==> src/rtl/uart_pkg.sv <==
// Shared types and helpers for the buffered UART transmitter.
// UART_TX_PARITY_EN selects 8E1 framing (11 bits) instead of 8N1 (10 bits).
package uart_pkg;

    typedef enum logic [2:0] {
        IDLE,
        START,
        DATA,
        PARITY,
        STOP
    } tx_state_t;

    function automatic int unsigned calc_divisor(input int unsigned clk_hz, input int unsigned baud);
        return clk_hz / baud;
    endfunction

`ifdef UART_TX_PARITY_EN
    localparam int unsigned FRAME_BITS = 11;
`else
    localparam int unsigned FRAME_BITS = 10;
`endif

endpackage

==> src/rtl/uart_tx_fifo.sv <==
// First-word fall-through synchronous FIFO; pop_data is valid whenever empty is low.
module uart_tx_fifo #(
    parameter int unsigned WIDTH = 8,
    parameter int unsigned DEPTH = 16
) (
    input  logic                           clk,
    input  logic                           nrst,
    input  logic                           push,
    input  logic [WIDTH-1:0]               push_data,
    input  logic                           pop,
    output logic [WIDTH-1:0]               pop_data,
    output logic                           full,
    output logic                           empty,
    output logic [$clog2(DEPTH+1)-1:0]     count
);
    localparam int unsigned AW = $clog2(DEPTH);
    localparam int unsigned CW = $clog2(DEPTH + 1);

    logic [WIDTH-1:0] mem_q [DEPTH];
    logic [AW-1:0]    wr_ptr_q, wr_ptr_d;
    logic [AW-1:0]    rd_ptr_q, rd_ptr_d;
    logic [CW-1:0]    count_q, count_d;
    logic             do_push, do_pop;

    assign full     = (count_q == CW'(DEPTH));
    assign empty    = (count_q == '0);
    assign count    = count_q;
    assign pop_data = mem_q[rd_ptr_q];

    always_comb begin
        do_push  = push && !full;
        do_pop   = pop && !empty;
        wr_ptr_d = wr_ptr_q;
        rd_ptr_d = rd_ptr_q;
        count_d  = count_q;
        // Pointers are exactly AW bits wide, so increments wrap modulo DEPTH.
        if (do_push) wr_ptr_d = wr_ptr_q + AW'(1);
        if (do_pop)  rd_ptr_d = rd_ptr_q + AW'(1);
        if (do_push && !do_pop)      count_d = count_q + CW'(1);
        else if (do_pop && !do_push) count_d = count_q - CW'(1);
    end

    always_ff @(posedge clk or negedge nrst) begin
        if (!nrst) begin
            wr_ptr_q <= '0;
            rd_ptr_q <= '0;
            count_q  <= '0;
        end else begin
            wr_ptr_q <= wr_ptr_d;
            rd_ptr_q <= rd_ptr_d;
            count_q  <= count_d;
        end
    end

    always_ff @(posedge clk) begin
        if (do_push) mem_q[wr_ptr_q] <= push_data;
    end

endmodule

==> src/rtl/uart_tx_buffered.sv <==
// FIFO-buffered UART transmitter, LSB first, no idle gap between queued bytes.
// Define UART_TX_PARITY_EN to insert an even-parity bit (8E1); default is 8N1.
module uart_tx_buffered
    import uart_pkg::*;
#(
    parameter int unsigned CLK_HZ     = 100_000_000,
    parameter int unsigned BAUD       = 115200,
    parameter int unsigned FIFO_DEPTH = 16
) (
    input  logic                              clk,
    input  logic                              nrst,
    input  logic [7:0]                        in_data,
    input  logic                              in_valid,
    output logic                              in_ready,
    output logic                              txd,
    output logic                              tx_busy,
    output logic [$clog2(FIFO_DEPTH+1)-1:0]   fifo_count
);
    localparam int unsigned DIVISOR = calc_divisor(CLK_HZ, BAUD);
    localparam int unsigned BW      = $clog2(DIVISOR);

    if (DIVISOR < 2) begin : g_divisor_check
        $error("uart_tx_buffered: CLK_HZ/BAUD must be at least 2");
    end
    if (FIFO_DEPTH < 2 || (FIFO_DEPTH & (FIFO_DEPTH - 1)) != 0) begin : g_depth_check
        $error("uart_tx_buffered: FIFO_DEPTH must be a power of 2 and >= 2");
    end

    tx_state_t       state_q, state_d;
    logic [BW-1:0]   baud_q, baud_d;
    logic [2:0]      bit_q, bit_d;
    logic [7:0]      data_q, data_d;
    logic            txd_q, txd_d;
    logic            live_q;
    logic            baud_last;
    logic            push, pop;
    logic            fifo_full, fifo_empty;
    logic [7:0]      fifo_data;

    // live_q holds in_ready low until the first edge after reset release.
    assign in_ready = live_q && !fifo_full;
    assign push     = in_valid && in_ready;
    assign tx_busy  = (state_q != IDLE);
    assign txd      = txd_q;

    uart_tx_fifo #(
        .WIDTH (8),
        .DEPTH (FIFO_DEPTH)
    ) u_fifo (
        .clk       (clk),
        .nrst      (nrst),
        .push      (push),
        .push_data (in_data),
        .pop       (pop),
        .pop_data  (fifo_data),
        .full      (fifo_full),
        .empty     (fifo_empty),
        .count     (fifo_count)
    );

    always_comb begin
        state_d   = state_q;
        baud_d    = baud_q;
        bit_d     = bit_q;
        data_d    = data_q;
        txd_d     = 1'b1;
        pop       = 1'b0;
        baud_last = (baud_q == BW'(DIVISOR - 1));

        if (state_q != IDLE) baud_d = baud_last ? '0 : baud_q + BW'(1);

        // txd_d reflects the current state, so the line lags the FSM by one cycle.
        case (state_q)
            IDLE: begin
                if (!fifo_empty) begin
                    pop     = 1'b1;
                    data_d  = fifo_data;
                    baud_d  = '0;
                    bit_d   = '0;
                    state_d = START;
                end
            end
            START: begin
                txd_d = 1'b0;
                if (baud_last) state_d = DATA;
            end
            DATA: begin
                txd_d = data_q[bit_q];
                if (baud_last) begin
                    bit_d = bit_q + 3'd1;
`ifdef UART_TX_PARITY_EN
                    if (bit_q == 3'd7) state_d = PARITY;
`else
                    if (bit_q == 3'd7) state_d = STOP;
`endif
                end
            end
`ifdef UART_TX_PARITY_EN
            PARITY: begin
                txd_d = ^data_q;
                if (baud_last) state_d = STOP;
            end
`endif
            STOP: begin
                if (baud_last) begin
                    if (!fifo_empty) begin
                        pop     = 1'b1;
                        data_d  = fifo_data;
                        bit_d   = '0;
                        state_d = START;
                    end else begin
                        state_d = IDLE;
                    end
                end
            end
            default: state_d = IDLE;
        endcase
    end

    always_ff @(posedge clk or negedge nrst) begin
        if (!nrst) begin
            state_q <= IDLE;
            baud_q  <= '0;
            bit_q   <= '0;
            data_q  <= '0;
            txd_q   <= 1'b1;
            live_q  <= 1'b0;
        end else begin
            state_q <= state_d;
            baud_q  <= baud_d;
            bit_q   <= bit_d;
            data_q  <= data_d;
            txd_q   <= txd_d;
            live_q  <= 1'b1;
        end
    end

endmodule

==> config.mk <==
export PLATFORM = sky130hd
export DESIGN_NAME = uart_tx_buffered
export DESIGN_NICKNAME = d
export VERILOG_FILES = /design/src/rtl/uart_pkg.sv /design/src/rtl/uart_tx_fifo.sv /design/src/rtl/uart_tx_buffered.sv
export SDC_FILE = /design/constraint.sdc
export NUM_CORES = 1
export LEC_CHECK = 0
export BUFFER_PORTS_ARGS = -buffer_cell sky130_fd_sc_hd__buf_4
export CAP_MARGIN = 40
export CORE_MARGIN = 2
export CORE_UTILIZATION = 60
export CTS_CLUSTER_SIZE = 20
export DETAILED_ROUTE_END_ITERATION = 10
export PLACE_DENSITY = 0.84
export SLEW_MARGIN = 20
export SYNTH_ARGS = -nofsm -noshare
export SYNTH_HDL_FRONTEND = slang
export SYNTH_SLANG_ARGS = --single-unit
export TNS_END_PERCENT = 1
==> constraint.sdc <==
create_clock -name clk -period 4 [get_ports clk]
set_input_delay 0.2 -clock clk [delete_from_list [all_inputs] [get_ports clk]]
set_output_delay 0.2 -clock clk [all_outputs]
set_load 0.005 [all_outputs]
== Word level (Yosys, flattened, before mapping) ==
Memories as Yosys holds them, arrays and structs flattened.
Index checks and enable logic that the tools add are counted.

* Flip-flop bits (word level): 39
* Bits in latches: 0
* Bits in writable memories: 128
* ROM bits: 0
* Input port bits: 11
* Word-level logic and storage cells: 75
* Memories kept: 1

{| class="wikitable"
|+ Memories
! memory !! words !! bits a word !! rd ports !! clocked after memory_dff !! write ports !! line !! source
|-
| u_fifo.mem_q || 16 || 8 || 1 || 0 || 1 || uart_tx_fifo.sv:19 || <nowiki>logic [WIDTH-1:0] mem_q [DEPTH];</nowiki>
|}

* $add $sub $neg: 6
* Multiply operators: 0
* Div/mod/pow operators: 0
* Magnitude comparators: 1
* Equality and inequality tests: 11
* Shift operators: 0
* Mux-type cells: 28
* Bitwise logic cells: 0
* Reduce and logical (&&, ||, !) cells: 19

{| class="wikitable"
|+ Operator list
! kind !! count
|-
| $mux W10 || 4
|-
| $mux W3 || 8
|-
| $mux W8 || 2
|-
| $pmux W8 S2 || 1
|-
| $pmux W3 S4 || 1
|-
| $add A10 B1 Y10 const B || 1
|-
| $eq A10 B10 Y1 const B || 1
|-
| $mux W5 || 2
|-
| $ne A2 B2 Y1 const B || 5
|-
| $pmux W3 S3 || 1
|-
| $add A4 B1 Y4 const B || 2
|-
| $eq A3 B3 Y1 const B || 2
|-
| $logic_and A1 B1 Y1 || 6
|-
| $mux W1 || 6
|-
| $reduce_bool A3 Y1 || 2
|-
| $add A5 B1 Y5 const B || 1
|-
| $eq A5 B5 Y1 const B || 1
|-
| $logic_not A5 Y1 || 1
|-
| $reduce_and A5 Y1 || 1
|-
| $sub A5 B1 Y5 const B || 1
|-
| $logic_not A1 Y1 || 4
|-
| $lt A3 B4 Y1 const B || 1
|-
| $pmux W1 S2 || 2
|-
| $reduce_bool A2 Y1 || 2
|-
| other kinds (7) || 7
|}

== Longest topological paths before layout ==
Gate-level depths: netlist (run 1).

* Word-level depth: 9
* Gate-level depth with buffers: 14
* Depth with buffers taken out: 13

== Hierarchy ==
From an unflattened synthesis (run 1), not the netlist that was laid out.

* Cell total of the unflattened synthesis: 451
* Area, all modules: 7,249.5 um2

{| class="wikitable"
|+ By module, submodules not included
! module !! times used !! cells an instance !! area each (um2) !! sequential area each (um2)
|-
| uart_tx_fifo || 1 || 322 || 5,816.8 || 4,169.0
|-
| uart_tx_buffered || 1 || 129 || 1,432.6 || 651.9
|}

== Worst setup path before layout (run 1) ==
Ideal clock, no wire load.

* Path kind: reg2reg
* Start: reg baud_q[0]
* End: reg u_fifo.count_q[4] (netlist: u_fifo.count[4])
* Setup time: 0.125 ns
* Arrival time: 3.473 ns
* Data required time: 3.875 ns
* Slack: 0.402 ns
* Stages on the path, launching flop included: 15
* Clock period less this slack: 3.598 ns
* Cells stage by stage: dfrtp_1 ha_1 or4b_4 or4_4 a2111oi_4 buf_6 inv_2 ha_1 inv_1 ha_1 a21o_1 a21oi_1 xnor2_1 nor2_1 xor2_1

* Word-level cells in the longest chain between the ends: 7

{| class="wikitable"
|+ Ends and longest elaborated chain
! item !! line !! source
|-
| from (decl) || uart_tx_buffered.sv:30 || <nowiki>logic [BW-1:0] baud_q, baud_d;</nowiki>
|-
| from (signal assigned) || uart_tx_buffered.sv:130 || <nowiki>baud_q <= baud_d;</nowiki>
|-
| $eq A10 B10 Y1 * || uart_tx_buffered.sv:68 || <nowiki>baud_last = (baud_q == BW'(DIVISOR - 1));</nowiki>
|-
| $mux W1 * || uart_tx_buffered.sv:105 || <nowiki>if (baud_last) begin</nowiki>
|-
| $pmux W1 S2 * || uart_tx_buffered.sv:73 || <nowiki>case (state_q)</nowiki>
|-
| $logic_and A1 B1 Y1 * || uart_tx_fifo.sv:32 || <nowiki>do_pop = pop && !empty;</nowiki>
|-
| $logic_not A1 Y1 || uart_tx_fifo.sv:39 || <nowiki>if (do_push && !do_pop) count_d = count_q + CW'(1);</nowiki>
|-
| $logic_and A1 B1 Y1 || uart_tx_fifo.sv:39 ||
|-
| $mux W5 / $reduce_bool A2 Y1 (equally long branches) || - ||
|-
| to (signal assigned) || uart_tx_fifo.sv:51 || <nowiki>count_q <= count_d;</nowiki>
|-
| to (decl) || uart_tx_fifo.sv:22 || <nowiki>logic [CW-1:0] count_q, count_d;</nowiki>
|}

Every way passes the cells marked *; elsewhere a longest branch is shown, timed or not.
A chain may end at the register's enable or synchronous reset.

== Final worst setup path (run 1) ==
Ends and elaborated chain as after synthesis.

==> results of run 1 <==
per-stage QoR:
stage	std cells	hold slack (ns)	setup WS, ns	utilization [%]
floorplan	396	-0.0956	0.402	-
global placement	545	0.194	0.353	63.4
detailed placement	547	0.201	0.248	63.7
CTS	580	0.0782	0.131	69.1
global route	584	0.0944	0.0458	69.4
finish	584	0.0878	0.220	69.4
flip-flops by register name, summed over array words and instances, names as in the netlist:
signal	cells
baud_q	10
bit_q	3
data_q	8
live_q	1
state_q	3
txd	1
u_fifo.count	5
u_fifo.mem_q	128
u_fifo.rd_ptr_q	4
u_fifo.wr_ptr_q	4
power by group:
part / switching, mW / internal, mW / total, mW
combinational: 0.219 / 0.178 / 0.397
sequential: 0.0886 / 1.99 / 2.08
clock: 0.674 / 0.985 / 1.66
final cells by class:
cell class / instances / area [sq um] / share of cell area [%]
Clock buffer: 17 / 425 / 5.42
Sequential cell: 167 / 4820 / 61.4
Clock inverter: 15 / 176 / 2.25
Tap cell: 143 / 179 / 2.28
Timing Repair Buffer: 29 / 238 / 3.03
Multi-Input combinational cell: 206 / 1980 / 25.3
Inverter: 7 / 26.3 / 0.335
layout by cell type (no fill, tap or decap), types with 11 or more instances in the layout:
cell type / synthesis / final
sky130_fd_sc_hd__dfrtp_1: 38 / 36
sky130_fd_sc_hd__o21ai_0: 13 / 13
sky130_fd_sc_hd__edfxtp_1: 128 / 128
sky130_fd_sc_hd__nand2_1: 14 / 14
sky130_fd_sc_hd__a22o_1: 11 / 11
sky130_fd_sc_hd__clkbuf_16: 0 / 17
sky130_fd_sc_hd__ha_1: 12 / 12
sky130_fd_sc_hd__and2_1: 17 / 17
sky130_fd_sc_hd__buf_4: 0 / 25
sky130_fd_sc_hd__mux4_2: 34 / 34
sky130_fd_sc_hd__nor2_1: 12 / 12
worst max-delay path, cell delays in order (launching register included):
cell and delay (ns):
sky130_fd_sc_hd__dfrtp_2 0.42, sky130_fd_sc_hd__ha_1 0.23, sky130_fd_sc_hd__or4b_4 0.49, sky130_fd_sc_hd__or4_4 0.54
sky130_fd_sc_hd__a2111oi_4 0.39, sky130_fd_sc_hd__inv_2 0.16, sky130_fd_sc_hd__ha_1 0.27, sky130_fd_sc_hd__inv_2 0.11
sky130_fd_sc_hd__ha_1 0.27, sky130_fd_sc_hd__a21o_1 0.20, sky130_fd_sc_hd__a21oi_1 0.18, sky130_fd_sc_hd__xnor2_1 0.15
sky130_fd_sc_hd__nor2_1 0.08, sky130_fd_sc_hd__xor2_1 0.16
metal layers:
layer / share of wire [%] / up-vias / global-route usage (%)
li1: - / 1625 / -
met1: 40 / 1934 / 33.3
met2: 52 / 172 / 40.3
met3: 5.6 / 26 / 5.47
met4: 2.2 / 0 / 9.30
met5: 0 / - / 0
how the worst min path moves through the flow:
| stage | startpoint | to | slack, ns | cells after the start |
|---|---|---|---|---|
| 2_1_floorplan | nrst | baud_q[0] | -0.1 | 0 |
| 3_3_place_gp | nrst | baud_q[8] | 0.19 | 1 |
| 3_5_place_dp | nrst | baud_q[8] | 0.20 | 1 |
| 4_1_cts | in_data[2] | u_fifo.mem_q[7][2] | 0.08 | 1 |
| 5_1_grt | in_data[7] | u_fifo.mem_q[12][7] | 0.09 | 1 |
| 6_report | in_data[6] | u_fifo.mem_q[0][6] | 0.09 | 1 |
cell families (layout without fill, tap and decap cells):
logic type,count (synthesis),in the layout,synth area share [%]
flip-flops,167,167,69.9
other,1,1,0.0543
adder cells (fa/ha/maj),13,13,2.47
multiplexers,37,37,11.6
XOR/XNOR,13,13,1.65
AND/OR/NAND/NOR,81,81,6.53
AO/OA/AOI/OAI,61,61,6.46
buffers and inverters,23,68,1.40
timing repair:
| item | 4_1_cts | 5_1_grt |
|---|---|---|
| endpoints found under the hold margin | 38 | 0 |
| endpoints found under the setup margin | 0 | 1 |
| resized for setup | 0 | 2 |
| buffers inserted | 0 | 3 |
| hold buffers | 1 | 0 |
==> impl_results.html, run 1 <==
<table>
<tr><th>Metric</th><th>Value</th></tr>
<tr><th colspan="2">Status</th></tr>
<tr><td>Status</td><td>finished, final reports clean</td></tr>
<tr><th colspan="2">Yosys</th></tr>
<tr><td>Number of synthesized register bits</td><td>167</td></tr>
<tr><td>Synth area leaders</td><td>sky130_fd_sc_hd__edfxtp_1 56%, sky130_fd_sc_hd__dfrtp_1 14%, sky130_fd_sc_hd__mux4_2 11%</td></tr>
<tr><td>Proportion of synthesized flip-flops having asynchronous set or reset</td><td>23.4%</td></tr>
<tr><td>Number of synthesized flops with an enable pin</td><td>128</td></tr>
<tr><td>Count of distinct cell types in the synthesized netlist</td><td>48</td></tr>
<tr><td>Area of the mapped netlist</td><td>6900 sq um</td></tr>
<tr><td>Post-synthesis area per instance</td><td>17.4 sq um</td></tr>
<tr><td>Top cell types by occurrence after synthesis</td><td>128 x sky130_fd_sc_hd__edfxtp_1, 38 x sky130_fd_sc_hd__dfrtp_1, 34 x sky130_fd_sc_hd__mux4_2</td></tr>
<tr><td>Yosys warning count</td><td>0</td></tr>
<tr><td>Dominant cell by count in the synthesized netlist</td><td>sky130_fd_sc_hd__edfxtp_1</td></tr>
<tr><td>Leading area contributor after synthesis</td><td>sky130_fd_sc_hd__edfxtp_1</td></tr>
<tr><td>Top FF cell, synth</td><td>sky130_fd_sc_hd__edfxtp_1</td></tr>
<tr><td>Synth Instances</td><td>396</td></tr>
<tr><td>Synth Net Count</td><td>420</td></tr>
<tr><td>Sequential share of the synthesized area</td><td>69.9%</td></tr>
<tr><td>Share of the synthesized area in the top cell type</td><td>55.7%</td></tr>
<tr><th colspan="2">Clock tree</th></tr>
<tr><td>Number of sinks on the clock net</td><td>167</td></tr>
<tr><td>Bufs on Longest Clock Path</td><td>2</td></tr>
<tr><td>H-Tree Depth</td><td>4</td></tr>
<tr><td>Clock root cell</td><td>sky130_fd_sc_hd__clkbuf_16</td></tr>
<tr><td>Clk pin slew, worst setup/hold paths</td><td>0.07 ns</td></tr>
<tr><td>Clock latency of the later-clocked register in the worst-skew pair</td><td>0.43 ns</td></tr>
<tr><td>CTS tree</td><td>yes</td></tr>
<tr><td>Inserted Clock Buffers</td><td>17</td></tr>
<tr><th colspan="2">Timing</th></tr>
<tr><td>Post-route fraction of the period consumed by the critical path</td><td>94.5%</td></tr>
<tr><td>Max transition margin</td><td>40.2%</td></tr>
<tr><td>Worst-case clock skew</td><td>0.0112 ns</td></tr>
<tr><td># setup viols final</td><td>0</td></tr>
<tr><td>Highest Clock Rate</td><td>0.265 GHz</td></tr>
<tr><td>Worst Tran Pin Value</td><td>0.888 ns</td></tr>
<tr><td>Number of max-slew violations in the final report</td><td>0</td></tr>
<tr><td>Tmin final</td><td>3.78 ns</td></tr>
<tr><td>TNS Setup</td><td>0 ns</td></tr>
<tr><td>Final hold violation count</td><td>0</td></tr>
<tr><td>Setup repair after global routing missed its margin</td><td>false</td></tr>
<tr><th colspan="2">Place</th></tr>
<tr><td>Estimated wirelength of the detail-placed design</td><td>8600 um</td></tr>
<tr><td>I/O Buffers</td><td>18</td></tr>
<tr><td>Global placement routability congestion</td><td>0.769</td></tr>
<tr><td>Post-detailed-placement cell area</td><td>7210 sq um</td></tr>
<tr><th colspan="2">Setup path</th></tr>
<tr><td>Worst Reg2Reg Path Length in Cells</td><td>13</td></tr>
<tr><td>Signal arrival time at the worst endpoint</td><td>4.08 ns</td></tr>
<tr><td>Startpoint-to-endpoint class of the critical path</td><td>reg -&gt; reg</td></tr>
<tr><td>Peak fanout along the critical path</td><td>8</td></tr>
<tr><td>RR Endpoint</td><td>u_fifo.count[4]</td></tr>
<tr><td>Worst setup path endpoint</td><td>u_fifo.count[4]</td></tr>
<tr><td>Launching instance or port of the critical path</td><td>baud_q[0]</td></tr>
<tr><td>Reg-to-Reg Start</td><td>baud_q[0]</td></tr>
<tr><td>Critical Path Start Type</td><td>flip-flop</td></tr>
<tr><td>Flop-to-flop setup slack</td><td>0.22 ns</td></tr>
<tr><td>Crit. End Element</td><td>flip-flop</td></tr>
<tr><td>Required time reported for the critical path endpoint</td><td>4.30 ns</td></tr>
<tr><th colspan="2">Floorplan</th></tr>
<tr><td>I/O pin total</td><td>19</td></tr>
<tr><td>Number of standard-cell rows in the floorplan</td><td>39</td></tr>
<tr><td>Starting density of the core</td><td>61.0%</td></tr>
<tr><td>Die width</td><td>111 um</td></tr>
<tr><td>Height of the die</td><td>111 um</td></tr>
<tr><td>Core region area</td><td>11300 sq um</td></tr>
<tr><td>Area of the die</td><td>12400 sq um</td></tr>
<tr><th colspan="2">Power</th></tr>
<tr><td>Cell area power density</td><td>526 nW/um^2</td></tr>
<tr><td>Design Power</td><td>4.13 mW</td></tr>
<tr><td>Max VDD drop</td><td>0.453 mV</td></tr>
<tr><td>Leakage dissipation</td><td>2.79 nW</td></tr>
<tr><th colspan="2">Min path</th></tr>
<tr><td>Worst hold path class</td><td>in -&gt; reg</td></tr>
<tr><th colspan="2">Flow run</th></tr>
<tr><td>Number of violations of the max-capacitance limit</td><td>0</td></tr>
<tr><th colspan="2">Route</th></tr>
<tr><td>Routed wire per std cell</td><td>24.6 um</td></tr>
<tr><td>Post-detailed-route count of antenna-violating nets</td><td>0</td></tr>
<tr><td>Number of detailed-routing iterations run before antenna repair</td><td>5</td></tr>
<tr><td>Count of unresolved DRC violations after routing</td><td>0</td></tr>
<tr><td>Number of violations reported at the end of detailed-routing iteration 0</td><td>414</td></tr>
<tr><td>Total number of vias</td><td>3757</td></tr>
<tr><td>Number of vias per cell</td><td>6.43</td></tr>
<tr><td>Overall routed net length</td><td>14400 um</td></tr>
<tr><th colspan="2">Global routing</th></tr>
<tr><td>Antenna violations before repair</td><td>0</td></tr>
<tr><td>Vias in the first global route</td><td>3855</td></tr>
<tr><td>Wire length of the first global-routing pass</td><td>22500 um</td></tr>
<tr><td>Gr usage total</td><td>24.7%</td></tr>
<tr><td>Pin count of the biggest net entering global routing</td><td>40</td></tr>
<tr><td>Gr ovfl total</td><td>0</td></tr>
<tr><th colspan="2">Finish</th></tr>
<tr><td>Number of antenna diodes</td><td>0</td></tr>
<tr><td>Final-layout fill cell count</td><td>704</td></tr>
<tr><td>Nets@finish</td><td>452</td></tr>
<tr><td>Post-Layout Inst Area</td><td>7850 sq um</td></tr>
<tr><td>Area growth, synth to finish</td><td>13.8%</td></tr>
<tr><td>Layout cell share with drive strength beyond 1</td><td>23.4%</td></tr>
</table>
Power figures use the tool's default switching activity.
==> run 2: changes to the inputs <==
CELL_PAD_IN_SITES_DETAIL_PLACEMENT = 1   (was default)
CELL_PAD_IN_SITES_GLOBAL_PLACEMENT = 2   (was default)
CORE_UTILIZATION = 47   (was 60)
PLACE_DENSITY = 0.85   (was 0.84)
==> run 2 against run 1 <==
First-iteration DRC count is 39% lower. Via count is 3.5% lower. Die area is 27% higher. Power is 2.3% higher. Clock skew is 0.0011 ns higher. Critical path type unchanged. Largest power group unchanged.
==> impl_results.html, run 2 (synthesized netlist as in run 1, its figures left out) <==
<table>
<tr><th>Metric</th><th>Value</th></tr>
<tr><th colspan="2">Status</th></tr>
<tr><td>Status</td><td>finished, final reports clean (unchanged)</td></tr>
<tr><th colspan="2">Place</th></tr>
<tr><td>Post-detailed-placement cell area</td><td>7270 sq um (was 7210 sq um)</td></tr>
<tr><td>Estimated wirelength of the detail-placed design</td><td>9590 um (was 8600 um)</td></tr>
<tr><td>I/O Buffers</td><td>18 (unchanged)</td></tr>
<tr><td>Post-Place Cells</td><td>589 (was 547)</td></tr>
<tr><td>Global placement routability congestion</td><td>0.773 (was 0.769)</td></tr>
<tr><th colspan="2">Finish</th></tr>
<tr><td>Final-layout fill cell count</td><td>1311 (was 704)</td></tr>
<tr><td>Final core utilization</td><td>55.1% (was 69.4%)</td></tr>
<tr><td>Number of cells in the finished layout apart from fillers</td><td>624 (was 584)</td></tr>
<tr><td>Registers with the most flip-flops</td><td>u_fifo.mem_q (128), baud_q (10), data_q (8) (unchanged)</td></tr>
<tr><td>Flip-flop count of the largest register after layout</td><td>128 (unchanged)</td></tr>
<tr><td>Layout cell share with drive strength beyond 1</td><td>23.2% (was 23.4%)</td></tr>
<tr><td>Post-Layout Inst Area</td><td>7940 sq um (was 7850 sq um)</td></tr>
<tr><td>Combined area of the multi-input logic cells</td><td>1980 sq um (unchanged)</td></tr>
<tr><td>Nets@finish</td><td>451 (was 452)</td></tr>
<tr><td>Commonest non-fill, non-tap cell in the layout</td><td>sky130_fd_sc_hd__edfxtp_1 (unchanged)</td></tr>
<tr><td>Area growth, synth to finish</td><td>15.1% (was 13.8%)</td></tr>
<tr><td>Commonest cells after routing, fill and taps aside</td><td>128 x sky130_fd_sc_hd__edfxtp_1, 37 x sky130_fd_sc_hd__dfrtp_1, 34 x sky130_fd_sc_hd__mux4_2 (was 128 x sky130_fd_sc_hd__edfxtp_1, 36 x sky130_fd_sc_hd__dfrtp_1, 34 x sky130_fd_sc_hd__mux4_2)</td></tr>
<tr><td>Sequential standard cell area</td><td>4820 sq um (about the same)</td></tr>
<tr><td>Number of antenna diodes</td><td>0 (unchanged)</td></tr>
<tr><td>Top reg by flops</td><td>u_fifo.mem_q (unchanged)</td></tr>
<tr><th colspan="2">Power</th></tr>
<tr><td>Max VDD drop</td><td>0.619 mV (was 0.453 mV)</td></tr>
<tr><td>Combinational group share of total power</td><td>9.2% (was 9.6%)</td></tr>
<tr><td>Proportion of total power due to net switching</td><td>25.8% (was 23.7%)</td></tr>
<tr><td>Sequential Power Share</td><td>48.8% (was 50.2%)</td></tr>
<tr><td>Net switching component of the power</td><td>1.09 mW (was 0.981 mW)</td></tr>
<tr><td>Internal cell power</td><td>3.14 mW (was 3.15 mW)</td></tr>
<tr><td>Leakage dissipation</td><td>2.81 nW (was 2.79 nW)</td></tr>
<tr><td>Cell area power density</td><td>532 nW/um^2 (was 526 nW/um^2)</td></tr>
<tr><td>Clk network pwr share</td><td>42.0% (was 40.2%)</td></tr>
<tr><th colspan="2">Clock tree</th></tr>
<tr><td>CTS tree</td><td>yes (unchanged)</td></tr>
<tr><td>Clock latency of the later-clocked register in the worst-skew pair</td><td>0.44 ns (was 0.43 ns)</td></tr>
<tr><td>Clk pin slew, worst setup/hold paths</td><td>0.08 ns (was 0.07 ns)</td></tr>
<tr><td>Number of sinks on the clock net</td><td>167 (unchanged)</td></tr>
<tr><td>Clock root cell</td><td>sky130_fd_sc_hd__clkbuf_16 (unchanged)</td></tr>
<tr><td>Number of gates given a new drive strength after cts</td><td>0 (unchanged)</td></tr>
<tr><td>H-Tree Depth</td><td>4 (unchanged)</td></tr>
<tr><td>Bufs on Longest Clock Path</td><td>2 (unchanged)</td></tr>
<tr><td>Inserted Clock Buffers</td><td>17 (unchanged)</td></tr>
<tr><th colspan="2">Route</th></tr>
<tr><td>Overall routed net length</td><td>14600 um (was 14400 um)</td></tr>
<tr><td>Number of detailed-routing iterations run before antenna repair</td><td>4 (was 5)</td></tr>
<tr><td>Count of unresolved DRC violations after routing</td><td>0 (unchanged)</td></tr>
<tr><td>Post-detailed-route count of antenna-violating nets</td><td>0 (unchanged)</td></tr>
<tr><td>Number of violations reported at the end of detailed-routing iteration 0</td><td>251 (was 414)</td></tr>
<tr><td>Number of vias per cell</td><td>5.81 (was 6.43)</td></tr>
<tr><td>Routed wire per std cell</td><td>23.4 um (was 24.6 um)</td></tr>
<tr><td>Total number of vias</td><td>3624 (was 3757)</td></tr>
<tr><th colspan="2">Timing</th></tr>
<tr><td>Post-route fraction of the period consumed by the critical path</td><td>92.0% (was 94.5%)</td></tr>
<tr><td>Setup repair after global routing missed its margin</td><td>false (unchanged)</td></tr>
<tr><td>TNS Setup</td><td>0 ns (unchanged)</td></tr>
<tr><td>Worst-case clock skew</td><td>0.0123 ns (was 0.0112 ns)</td></tr>
<tr><td>Final hold violation count</td><td>0 (unchanged)</td></tr>
<tr><td>Number of max-slew violations in the final report</td><td>0 (unchanged)</td></tr>
<tr><td>Highest Clock Rate</td><td>0.272 GHz (was 0.265 GHz)</td></tr>
<tr><td>Fin Hold WS</td><td>0.0767 ns (was 0.0878 ns)</td></tr>
<tr><td>Worst Tran Pin Value</td><td>0.698 ns (was 0.888 ns)</td></tr>
<tr><td># setup viols final</td><td>0 (unchanged)</td></tr>
<tr><td>Tmin final</td><td>3.68 ns (was 3.78 ns)</td></tr>
<tr><td>Max transition margin</td><td>53.4% (was 40.2%)</td></tr>
<tr><th colspan="2">Setup path</th></tr>
<tr><td>Worst path most repeated cell</td><td>sky130_fd_sc_hd__ha_1 (unchanged)</td></tr>
<tr><td>Max stage delay cell, worst path</td><td>sky130_fd_sc_hd__or4_4 (unchanged)</td></tr>
<tr><td>Crit. End Element</td><td>flip-flop (unchanged)</td></tr>
<tr><td>Startpoint-to-endpoint class of the critical path</td><td>reg -&gt; reg (unchanged)</td></tr>
<tr><td>Gate family responsible for the most delay along the worst path</td><td>simple AND/OR/NAND/NOR gates (unchanged)</td></tr>
<tr><td>Critical Path Start Type</td><td>flip-flop (unchanged)</td></tr>
<tr><td>Maximum cell stage delay along the critical path</td><td>0.55 ns (was 0.54 ns)</td></tr>
<tr><td>Required time reported for the critical path endpoint</td><td>4.32 ns (was 4.30 ns)</td></tr>
<tr><td>Worst path buffer plus inverter count</td><td>2 (unchanged)</td></tr>
<tr><td>Peak fanout along the critical path</td><td>5 (was 8)</td></tr>
<tr><td>Signal arrival time at the worst endpoint</td><td>4.00 ns (was 4.08 ns)</td></tr>
<tr><td>Ordered list of cells on the worst path</td><td>ha_1 &gt; or4b_4 &gt; or4_4 &gt; a2111oi_4 &gt; inv_2 &gt; ha_1 &gt; inv_1 &gt; ha_1 &gt; a21o_1 &gt; a21oi_1 &gt; xnor2_1 &gt; nor2_1 &gt; xor2_1 (was ha_1 &gt; or4b_4 &gt; or4_4 &gt; a2111oi_4 &gt; inv_2 &gt; ha_1 &gt; inv_2 &gt; ha_1 &gt; a21o_1 &gt; a21oi_1 &gt; xnor2_1 &gt; nor2_1 &gt; xor2_1)</td></tr>
<tr><th colspan="2">Floorplan</th></tr>
<tr><td>Number of standard-cell rows in the floorplan</td><td>44 (was 39)</td></tr>
<tr><td>Core region area</td><td>14400 sq um (was 11300 sq um)</td></tr>
<tr><td>Starting density of the core</td><td>47.8% (was 61.0%)</td></tr>
<tr><td>Die width</td><td>125 um (was 111 um)</td></tr>
<tr><td>I/O pin total</td><td>19 (unchanged)</td></tr>
<tr><td>Area of the die</td><td>15700 sq um (was 12400 sq um)</td></tr>
<tr><td>Height of the die</td><td>125 um (was 111 um)</td></tr>
<tr><th colspan="2">Global routing</th></tr>
<tr><td>Antenna violations before repair</td><td>0 (unchanged)</td></tr>
<tr><td>Gr ovfl total</td><td>0 (unchanged)</td></tr>
<tr><td>Pin count of the biggest net entering global routing</td><td>40 (unchanged)</td></tr>
<tr><td>Gr usage total</td><td>20.1% (was 24.7%)</td></tr>
<tr><td>Vias in the first global route</td><td>3983 (was 3855)</td></tr>
<tr><td>Wire length of the first global-routing pass</td><td>23300 um (was 22500 um)</td></tr>
<tr><th colspan="2">Flow run</th></tr>
<tr><td>Number of violations of the max-capacitance limit</td><td>0 (unchanged)</td></tr>
<tr><th colspan="2">Min path</th></tr>
<tr><td>Worst hold path class</td><td>in -&gt; reg (unchanged)</td></tr>
</table>
-- run 2: cell count changes in the layout (fill, tap and decap cells not counted) --
cell and delta:
sky130_fd_sc_hd__inv_6 -2, sky130_fd_sc_hd__bufinv_16 -1, sky130_fd_sc_hd__inv_8 +5, sky130_fd_sc_hd__dfrtp_2 -1, sky130_fd_sc_hd__clkinv_1 -2, sky130_fd_sc_hd__inv_2 -1
sky130_fd_sc_hd__inv_1 +1, sky130_fd_sc_hd__clkinv_8 +5, sky130_fd_sc_hd__clkinvlp_4 -3, sky130_fd_sc_hd__clkinv_2 -2, sky130_fd_sc_hd__buf_4 -1, sky130_fd_sc_hd__dfrtp_1 +1
-- run 2: through the flow --
stage	setup WS [ns]	power, mW
detailed placement	0.229	2.49
global placement	0.357	2.46
finish	0.320	4.23
floorplan	0.402	2.32
CTS	0.207	4.27
global route	0.0447	4.37
-- run 2: per-layer routing --
metal	track usage (%)	wire length, um	up-vias
li1	-	-	1632
met1	24.3	6090	1907
met2	34.9	7860	60
met3	4.88	370	25
met4	8.50	285	0
met5	0	0	-
-- run 2: final timing paths --
kind | start | slack (ns) | cells past startpoint | end
hold reg to reg | baud_q[9] | 0.50 | 1 | baud_q[9]
setup reg to reg | baud_q[0] | 0.32 | 13 | u_fifo.count[4]
setup / recovery | baud_q[0] | 0.32 | 13 | u_fifo.count[4]
min in group asynchronous | nrst | 0.28 | 2 | state_q[0]
max in group asynchronous | nrst | 3.34 | 2 | u_fifo.rd_ptr_q[0]
hold / removal | in_data[2] | 0.08 | 1 | u_fifo.mem_q[11][2]
-- run 2: power by group through the flow --
stage	sequential, mW	clock (mW)	combinational (mW)
final	2.06	1.77	0.389
after global routing	2.08	1.86	0.433
after CTS	2.06	1.81	0.394
after detailed placement	2.10	0	0.386
after global placement	2.09	0	0.370
after floorplan	2.08	0	0.235
-- run 2: what timing repair did --
action	4_1_cts	5_1_grt
hold endpoints to repair	38	0
setup buffers	0	1
hold buffers	1	0
endpoints found under the setup margin	0	1
-- run 2: area by class of cell --
type | count | area share, %
multi-input cells | 206 | 25.0
inverters | 7 | 0.331
flip-flops and latches | 167 | 60.7
clock buffers | 17 | 5.36
repair buffers | 28 | 2.90
well taps | 184 | 2.90
clock inverters | 15 | 2.85
-- run 2: worst reg2reg max path, cell delays in order, from the launching register on --
cell and delay, ns:
sky130_fd_sc_hd__dfrtp_1 0.41, sky130_fd_sc_hd__ha_1 0.22, sky130_fd_sc_hd__or4b_4 0.49, sky130_fd_sc_hd__or4_4 0.55
sky130_fd_sc_hd__a2111oi_4 0.40, sky130_fd_sc_hd__inv_2 0.10, sky130_fd_sc_hd__ha_1 0.24, sky130_fd_sc_hd__inv_1 0.15
sky130_fd_sc_hd__ha_1 0.30, sky130_fd_sc_hd__a21o_1 0.20, sky130_fd_sc_hd__a21oi_1 0.17, sky130_fd_sc_hd__xnor2_1 0.14
sky130_fd_sc_hd__nor2_1 0.06, sky130_fd_sc_hd__xor2_1 0.14
